**src/rtl/pattern_merge_pipe_if.sv**
```systemverilog
// Handshake bundle for pattern_merge_pipe: input transaction side and output result side.
interface pattern_merge_pipe_if #(
  parameter int CH = 4,
  parameter int W  = 5
);
  logic              in_valid;
  logic              in_ready;
  logic [1:0]        in_mode;
  logic [CH*W-1:0]   in_data;
  logic              out_valid;
  logic              out_ready;
  logic [2*CH-1:0]   out_data;
  logic              out_flag;

  modport master (
    output in_valid, in_mode, in_data, out_ready,
    input  in_ready, out_valid, out_data, out_flag
  );

  modport slave (
    input  in_valid, in_mode, in_data, out_ready,
    output in_ready, out_valid, out_data, out_flag
  );
endinterface

```
**src/rtl/pattern_merge_pipe.sv**
```systemverilog
// Per-channel left/right pattern merge feeding a DEPTH-stage elastic valid/ready pipeline.
// Optional output MISR signature enabled by defining PATTERN_MERGE_MISR_EN.

module pattern_merge_lane #(
  parameter int W = 5
) (
  input  logic [1:0]   mode,
  input  logic [W-1:0] x,
  output logic         a,
  output logic         b
);
  always_comb begin
    a = 1'b0;
    b = 1'b0;
    case (mode)
      2'd0: begin a = ~|x;                  b = ~&x;                    end
      2'd1: begin a = ^x;                   b = x[0] & x[W-1];          end
      2'd2: begin a = ~(x[0] & x[1]);       b = ~(x[W-1] | x[W-2]);     end
      default: begin a = ^x;                b = ~|x;                    end
    endcase
  end
endmodule

module pattern_merge_pipe #(
  parameter int CH    = 4,
  parameter int W     = 5,
  parameter int DEPTH = 2
) (
  input  logic                         blif_clk_net,
  input  logic                         blif_reset_net,
  pattern_merge_pipe_if.slave          bus,
  output logic [$clog2(DEPTH+1)-1:0]   pipe_count,
  output logic [15:0]                  sig
);
  localparam int CW = $clog2(DEPTH+1);

  typedef struct packed {
    logic            flag;
    logic [2*CH-1:0] data;
  } pld_t;

  logic [CH-1:0]      a, b;
  logic [CH-1:0][1:0] r;
  pld_t               pld_in;
  logic [DEPTH:1]     vld_pipe, adv;
  pld_t               pld [DEPTH:1];

  for (genvar c = 0; c < CH; c++) begin : g_lane
    pattern_merge_lane #(.W(W)) u_lane (
      .mode (bus.in_mode),
      .x    (bus.in_data[c*W +: W]),
      .a    (a[c]),
      .b    (b[c])
    );
    assign r[c] = {~(b[c] & b[(c+CH-1)%CH]), ~(a[c] | a[(c+1)%CH])};
  end

  always_comb begin
    pld_in.data = r;
    pld_in.flag = 1'b0;
    for (int c = 0; c < CH; c++) pld_in.flag = pld_in.flag | r[c][0];
  end

  // A stage may move when the consumer takes the tail or any stage at or after it has a hole.
  for (genvar k = 1; k <= DEPTH; k++) begin : g_adv
    assign adv[k] = bus.out_ready | ~(&vld_pipe[DEPTH:k]);
  end

  always_ff @(posedge blif_clk_net) begin
    if (blif_reset_net) begin
      vld_pipe <= '0;
      for (int k = 1; k <= DEPTH; k++) pld[k] <= '0;
    end else begin
      if (adv[1]) begin
        vld_pipe[1] <= bus.in_valid;
        pld[1]      <= pld_in;
      end
      for (int k = 2; k <= DEPTH; k++) begin
        if (adv[k]) begin
          vld_pipe[k] <= vld_pipe[k-1];
          pld[k]      <= pld[k-1];
        end
      end
    end
  end

  always_comb begin
    pipe_count = '0;
    for (int k = 1; k <= DEPTH; k++) pipe_count = pipe_count + CW'(vld_pipe[k]);
  end

  assign bus.in_ready  = adv[1];
  assign bus.out_valid = vld_pipe[DEPTH];
  assign bus.out_data  = pld[DEPTH].data;
  assign bus.out_flag  = pld[DEPTH].flag;

`ifdef PATTERN_MERGE_MISR_EN
  logic [15:0] misr;
  logic [15:0] data_ext;

  always_comb begin
    data_ext = '0;
    data_ext[2*CH-1:0] = pld[DEPTH].data;
  end

  always_ff @(posedge blif_clk_net) begin
    if (blif_reset_net)
      misr <= '0;
    else if (bus.out_valid & bus.out_ready)
      misr <= {misr[14:0], misr[15] ^ misr[13] ^ misr[12] ^ misr[10]} ^ data_ext;
  end

  assign sig = misr;
`else
  assign sig = 16'h0000;
`endif
endmodule

```
**src/flat_wrapper.sv**
```systemverilog
// flat-port wrapper written by rule: the top's interface ports become plain ports
module pattern_merge_pipe_flat 
#(
  parameter int CH    = 4,
  parameter int W     = 5,
  parameter int DEPTH = 2
)
  (blif_clk_net, blif_reset_net, pipe_count, sig, bus_in_valid, bus_in_mode, bus_in_data, bus_out_ready, bus_in_ready, bus_out_valid, bus_out_data, bus_out_flag);
  pattern_merge_pipe_if #(.CH(CH), .W(W)) bus_i ();
  input  logic blif_clk_net;
  input  logic blif_reset_net;
  output logic [$clog2(DEPTH+1)-1:0] pipe_count;
  output logic [15:0] sig;
  input wire logic [$bits(bus_i.in_valid)-1:0] bus_in_valid;
  input wire logic [$bits(bus_i.in_mode)-1:0] bus_in_mode;
  input wire logic [$bits(bus_i.in_data)-1:0] bus_in_data;
  input wire logic [$bits(bus_i.out_ready)-1:0] bus_out_ready;
  output wire logic [$bits(bus_i.in_ready)-1:0] bus_in_ready;
  output wire logic [$bits(bus_i.out_valid)-1:0] bus_out_valid;
  output wire logic [$bits(bus_i.out_data)-1:0] bus_out_data;
  output wire logic [$bits(bus_i.out_flag)-1:0] bus_out_flag;
  assign bus_i.in_valid = bus_in_valid;
  assign bus_i.in_mode = bus_in_mode;
  assign bus_i.in_data = bus_in_data;
  assign bus_i.out_ready = bus_out_ready;
  assign bus_in_ready = bus_i.in_ready;
  assign bus_out_valid = bus_i.out_valid;
  assign bus_out_data = bus_i.out_data;
  assign bus_out_flag = bus_i.out_flag;
  pattern_merge_pipe #(.CH(CH), .W(W), .DEPTH(DEPTH)) u_core (.blif_clk_net(blif_clk_net), .blif_reset_net(blif_reset_net), .bus(bus_i), .pipe_count(pipe_count), .sig(sig));
endmodule
```
**config.mk**
```make
export PLATFORM = sky130hd
export DESIGN_NAME = pattern_merge_pipe_flat
export DESIGN_NICKNAME = d
export VERILOG_FILES = /design/src/rtl/pattern_merge_pipe_if.sv /design/src/rtl/pattern_merge_pipe.sv /design/src/flat_wrapper.sv
export SDC_FILE = /design/constraint.sdc
export NUM_CORES = 1
export LEC_CHECK = 0
export BUFFER_PORTS_ARGS = -buffer_cell sky130_fd_sc_hd__buf_4
export CORE_ASPECT_RATIO = 0.9
export CORE_MARGIN = 2
export CORE_UTILIZATION = 35
export DETAILED_ROUTE_END_ITERATION = 7
export PLACE_DENSITY = 0.67
export SYNTH_ARGS = -nofsm -noshare
export SYNTH_HDL_FRONTEND = slang
export SYNTH_HIERARCHICAL = 1
export SYNTH_SLANG_ARGS = --single-unit
export TNS_END_PERCENT = 5
```
**constraint.sdc**
```tcl
create_clock -name blif_clk_net -period 1.85 [get_ports blif_clk_net]
set_clock_uncertainty 0.2 [all_clocks]
set_input_delay 0.185 -clock blif_clk_net [delete_from_list [all_inputs] [get_ports blif_clk_net]]
set_output_delay 0.185 -clock blif_clk_net [all_outputs]
set_load 0.1 [all_outputs]
```
; After elaboration in Yosys (flattened, before gate mapping)
; Memories as Yosys holds them, arrays and structs flattened.
; Index checks and enable logic that the tools add are counted.
[op_classes]
addsub = 1
eq_ne = 2
muxes = 18
bitwise = 45
n_reduce_logical = 22
[op_table]
columns = operator, count
row1 = 5-bit AND reduction, 4
row2 = 5-bit OR reduction, 4
row3 = 5-bit parity, 4
row4 = 9-bit 2-to-1 mux, 2
row5 = 1-bit inverter, 18
row6 = 1-bit bitwise OR, 15
row7 = 1-bit AND, 12
row8 = 1-bit one-hot mux with 3 select lines, 4
row9 = 1-bit logical NOT, 8
row10 = 1-bit 2-to-1 mux, 8
row11 = 1-bit one-hot mux with 2 select lines, 4
row12 = 1-bit by 1-bit adder with 2-bit output, 1
row13 = 2-bit by 1-bit == test with 1-bit output (second input constant), 1
row14 = 2-bit == test (second input constant), 1
row15 = 2-bit logical NOT, 1
row16 = 2-bit AND reduction, 1
[word_totals]
ff_bits = 2
ramBits = 18
input_bits = 26
output_inout_bits = 29
elab_cells = 91
n_memories = 1
[memory_table]
columns = name, depth, word_bits, rd, rd_clocked_by_memory_dff, wr, line_no
row1 = u_core.pld, 2, 9, 2, 0, 2, pattern_merge_pipe.sv:46  ; pld_t pld [DEPTH:1];

; Logic depth before layout (Yosys ltp)
[logic_depth]
ltp_word = 9
depth_mapped = 7
depth_no_buf = 7

; By module
; The synthesis kept the hierarchy.
[modules_own_cells]
columns = module, instances, cells_each, area_per_inst_um2, seq_area_each_um2
row1 = pattern_merge_pipe, 1, 70, 994.7, 580.6
row2 = pattern_merge_lane, 4, 20, 151.4, 0.0

; Worst setup path before layout
; No wires, ideal clock.
[synth_timing]
kind = register -> output
from = register u_core/vld_pipe[2] (netlist bit)
to = output port bus_in_ready
arrival_time_ps = 2721
required_ps = 1465
setup_slack_ps = -1256
path_stages_with_launch = 5
n_path_buf = 1
cell_sequence = dfxtp_1 ha_1 nor2b_1 buf_6 inv_1
[synth_via]
elab_chain_cells = 3
[synth_lines]
columns = element, line_no
row1 = "start, declared", pattern_merge_pipe.sv:45  ; logic [DEPTH:1] vld_pipe, adv;
row2 = "start signal, assigned by index", pattern_merge_pipe.sv:80  ; vld_pipe[k] <= vld_pipe[k-1];
row3 = 2-bit AND reduction, pattern_merge_pipe.sv:66  ; assign adv[k] = bus.out_ready | ~(&vld_pipe[DEPTH:k]);
row4 = 1-bit inverter, pattern_merge_pipe.sv:66
row5 = 1-bit bitwise OR, pattern_merge_pipe.sv:66
row6 = "end, declared", flat_wrapper.sv:18  ; output wire logic [$bits(bus_i.in_ready)-1:0] bus_in_ready;
; Every way passes these cells.

; Worst setup path after layout
[layout_timing]
from = register u_core/vld_pipe[1] (netlist bit)
to = output port bus_in_ready
; Same word-level chain as after synthesis.

==> summary.txt <==
Global routing
  • Pin count of the biggest net entering global routing: 24
  • Vias in the first global route: 1046
  • GRT overflow: 0
  • First-pass GRT wire length: 4440 um
  • Initial antenna violation count: 0
  • All-Layer GR Usage: 10.9%

Worst setup path
  • Flop-to-flop setup slack: 0.31 ns
  • Type of element launching the critical path: flip-flop
  • Reg2reg end: u_core/pld[1][6]$_SDFFCE_PN0P_
  • Critical path origin: u_core/vld_pipe[1]$_SDFFE_PP0P_
  • Max FO, Critical Path: 3
  • WP data required: ~1.5 ns
  • Reg2Reg Launch Point: u_core/vld_pipe[1]$_SDFFE_PP0P_
  • CP Class: reg -> out
  • Cell count of the worst reg-to-reg path: 3
  • Worst Setup End Kind: output port
  • Critical Path Sink: bus_in_ready
  • Arrival @ worst endpoint: 1.34 ns

Placed design
  • Post-DP HPWL: 2100 um
  • Port bufs: 38
  • Routability cong.: 0.831

Synthesis
  • Ranking of synthesized cells by area: edfxtp_1 34%, ha_1 13%, buf_4 7.5%
  • Register area share after synthesis: between 30 and 40%
  • Cells after Synth: 150
  • Avg Synthesized Cell Area: between 10 and 15 um2
  • Synthesized flop and latch total: 20
  • Area of the mapped netlist: 1600 um2
  • Yosys top cell area share: 33.8%
  • Number of library cell types mapped by synthesis: 27
  • Area leader, netlist: edfxtp_1
  • Synth Warn #: 6

STA
  • RSZ-0062 raised after global routing: no
  • Period utilization: between 90% and 100%
  • Pins over their slew limit: 0
  • Endpoints failing setup: 0
  • Clock period minus worst slack: ~1.7 ns
  • Hold slack: about 0.074 ns
  • Fin. Hold Viols: 0
  • Max Clk Rate: 581 MHz

Power
  • Cell Int Power: 0.845 mW
  • Lkg Pwr: roughly 0.90 nW
  • Flop pwr share: between 30 and 40%
  • Psw: 0.566 mW
  • Switching part of the total: about two fifths
  • VDD IR-drop max: 0.259 mV
  • Power per cell area: 716 nW/um2
  • Clk pwr share: a little under 20%
  • Gate power share: 41.1%

CTS
  • Clk_lat worst skew: 0.25 ns
  • Clock Sink Count: 20
  • CTS root buf: clkbuf_8
  • Post-CTS setup buffer count: 0
  • TritonCTS Buffers: 3
  • CTS Buffer Depth: 2
  • # H-tree levels: 1
  • Worst-path clk slew: 0.07 ns
  • CTS tree: done

Finish
  • Leading cell type in the layout, fill and taps excluded: buf_4
  • Final Util: 44.5%
  • Net count, final: around 240
  • P&R area growth vs syn: 23.2%
  • Layout cell share with drive strength beyond 1: 33.0%
  • Most frequent cells in the layout: 41 x buf_4, 20 x inv_1, 18 x edfxtp_1, 16 x conb_1, 16 x ha_1
  • ANT cells: 0

Route
  • Routed Antenna Nets: 0
  • Drt drc: 0
  • Routed len/inst: about 10 um
  • Via count: between 1000 and 1500
  • Vias per cell: approximately 4.4
  • Iter 0 DRT Violations: 39
  • Final Routed Wirelength: about 2600 um
  • Drt pass-1 iters: 4

Floorplan
  • Row count: 23
  • Overall die height: 68.2 um
  • Core area: 4430 um2
  • Initial Utilization: a little over a third
  • I/O pin total: 55
  • Die Width: about 75 um
  • Full die area: just over 5000 um2

Status
  • Outcome: completed

Min path
  • Hold WC Path Type: in -> reg

Run
  • Max_cap viols: 0
[power groups by stage]
stage	Sequential, mW	Clock (mW)	Combinational (mW)
after floorplan	0.695	0	0.355
after global placement	0.561	0	0.577
after detailed placement	0.560	0	0.581
after CTS	0.551	0.288	0.584
after global routing	0.556	0.305	0.620
final	0.551	0.280	0.581
[state kept, by name (all words and copies together), names as in the netlist]
| name | flops |
|---|---|
| u_core/pld | 18 |
| u_core/vld_pipe | 2 |
[logic make-up (layout without fill, tap and decap cells)]
group	count (synthesis)	after routing	share of synthesized area, %
AOI/OAI and AO/OA	23	23	8.68
xor gates and xnor gates	8	8	4.38
adders and majority gates	17	17	13.3
buffers and inverters	41	67	14.5
DFF	20	20	36.3
muxes	4	4	2.50
other	1	16	0.234
and+or+nand+nor	36	36	20.2
[through the flow]
step | instance area (um2) | worst slack, ns | TNS, ns | std cells | total power, mW
after floorplan | 1680 | -0.221 | -0.221 | 165 | 1.05
after global placement | 1920 | 0.0343 | 0 | 248 | 1.14
after detailed placement | 1920 | 0.00563 | 0 | 248 | 1.14
after CTS | 1970 | 0.114 | 0 | 253 | 1.42
after global routing | 1970 | 0.0606 | 0 | 253 | 1.48
final | 1970 | 0.130 | 0 | 253 | 1.41
[layout make-up]
class / count / area [um2]
multi-input cells: 104 / 865
clock buffers: 3 / 41.3
inverters: 21 / 82.6
flip-flops and latches: 20 / 584
well taps: 62 / 77.6
repair buffers: 42 / 318
clock inverters: 1 / 3.75
fillers: 460 / 2460
[per-layer routing]
layer	track usage [%]	up-vias	share of wire, %
li1	-	584	-
met1	13.7	492	45
met2	18.6	31	48
met3	1.77	6	4.7
met4	4.61	0	1.6
met5	0	-	0
[cells in the mapped netlist]
library cell,n
nand4bb_1,1
xnor2_1,4
xor2_1,4
a21oi_1,12
mux2i_1,4
and4bb_2,4
nor3b_2,9
nor2b_2,1
nand3b_1,4
dfxtp_1,2
buf_4,16
nor4_1,4
nand4b_1,4
buf_6,2
inv_1,21
o21ai_0,1
nor3_1,5
nand2b_1,3
a211oi_1,4
conb_1,1
buf_2,2
o21ba_2,1
a22o_1,1
edfxtp_1,18
nor2b_1,1
ha_1,17
a31oi_1,4
[worst min-delay path by stage]
stage                       start                         endpoint  slack [ns]  depth (start not counted)
detailed placement   bus_in_valid  u_core/vld_pipe[1]$_SDFFE_PP0P_        0.27                          3
finish              bus_out_ready  u_core/vld_pipe[1]$_SDFFE_PP0P_        0.07                          3
global route        bus_out_ready  u_core/vld_pipe[1]$_SDFFE_PP0P_        0.08                          3
global placement     bus_in_valid  u_core/vld_pipe[1]$_SDFFE_PP0P_        0.26                          3
CTS                 bus_out_ready  u_core/vld_pipe[1]$_SDFFE_PP0P_        0.07                          3
floorplan            bus_in_valid  u_core/vld_pipe[1]$_SDFFE_PP0P_        0.14                          2
[worst max-delay path, cell delays in order (launching register included)]
cell,delay (ns)
dfxtp_1,0.40
ha_4,0.16
nor2b_4,0.19
clkinvlp_4,0.10
buf_4,0.23
[repair_timing]
item                                   4_1_cts  5_1_grt
endpoints found under the hold margin        1        0
gates resized for setup                      0        0
hold buffers                                 1        0
Power figures use the tool's default switching activity.
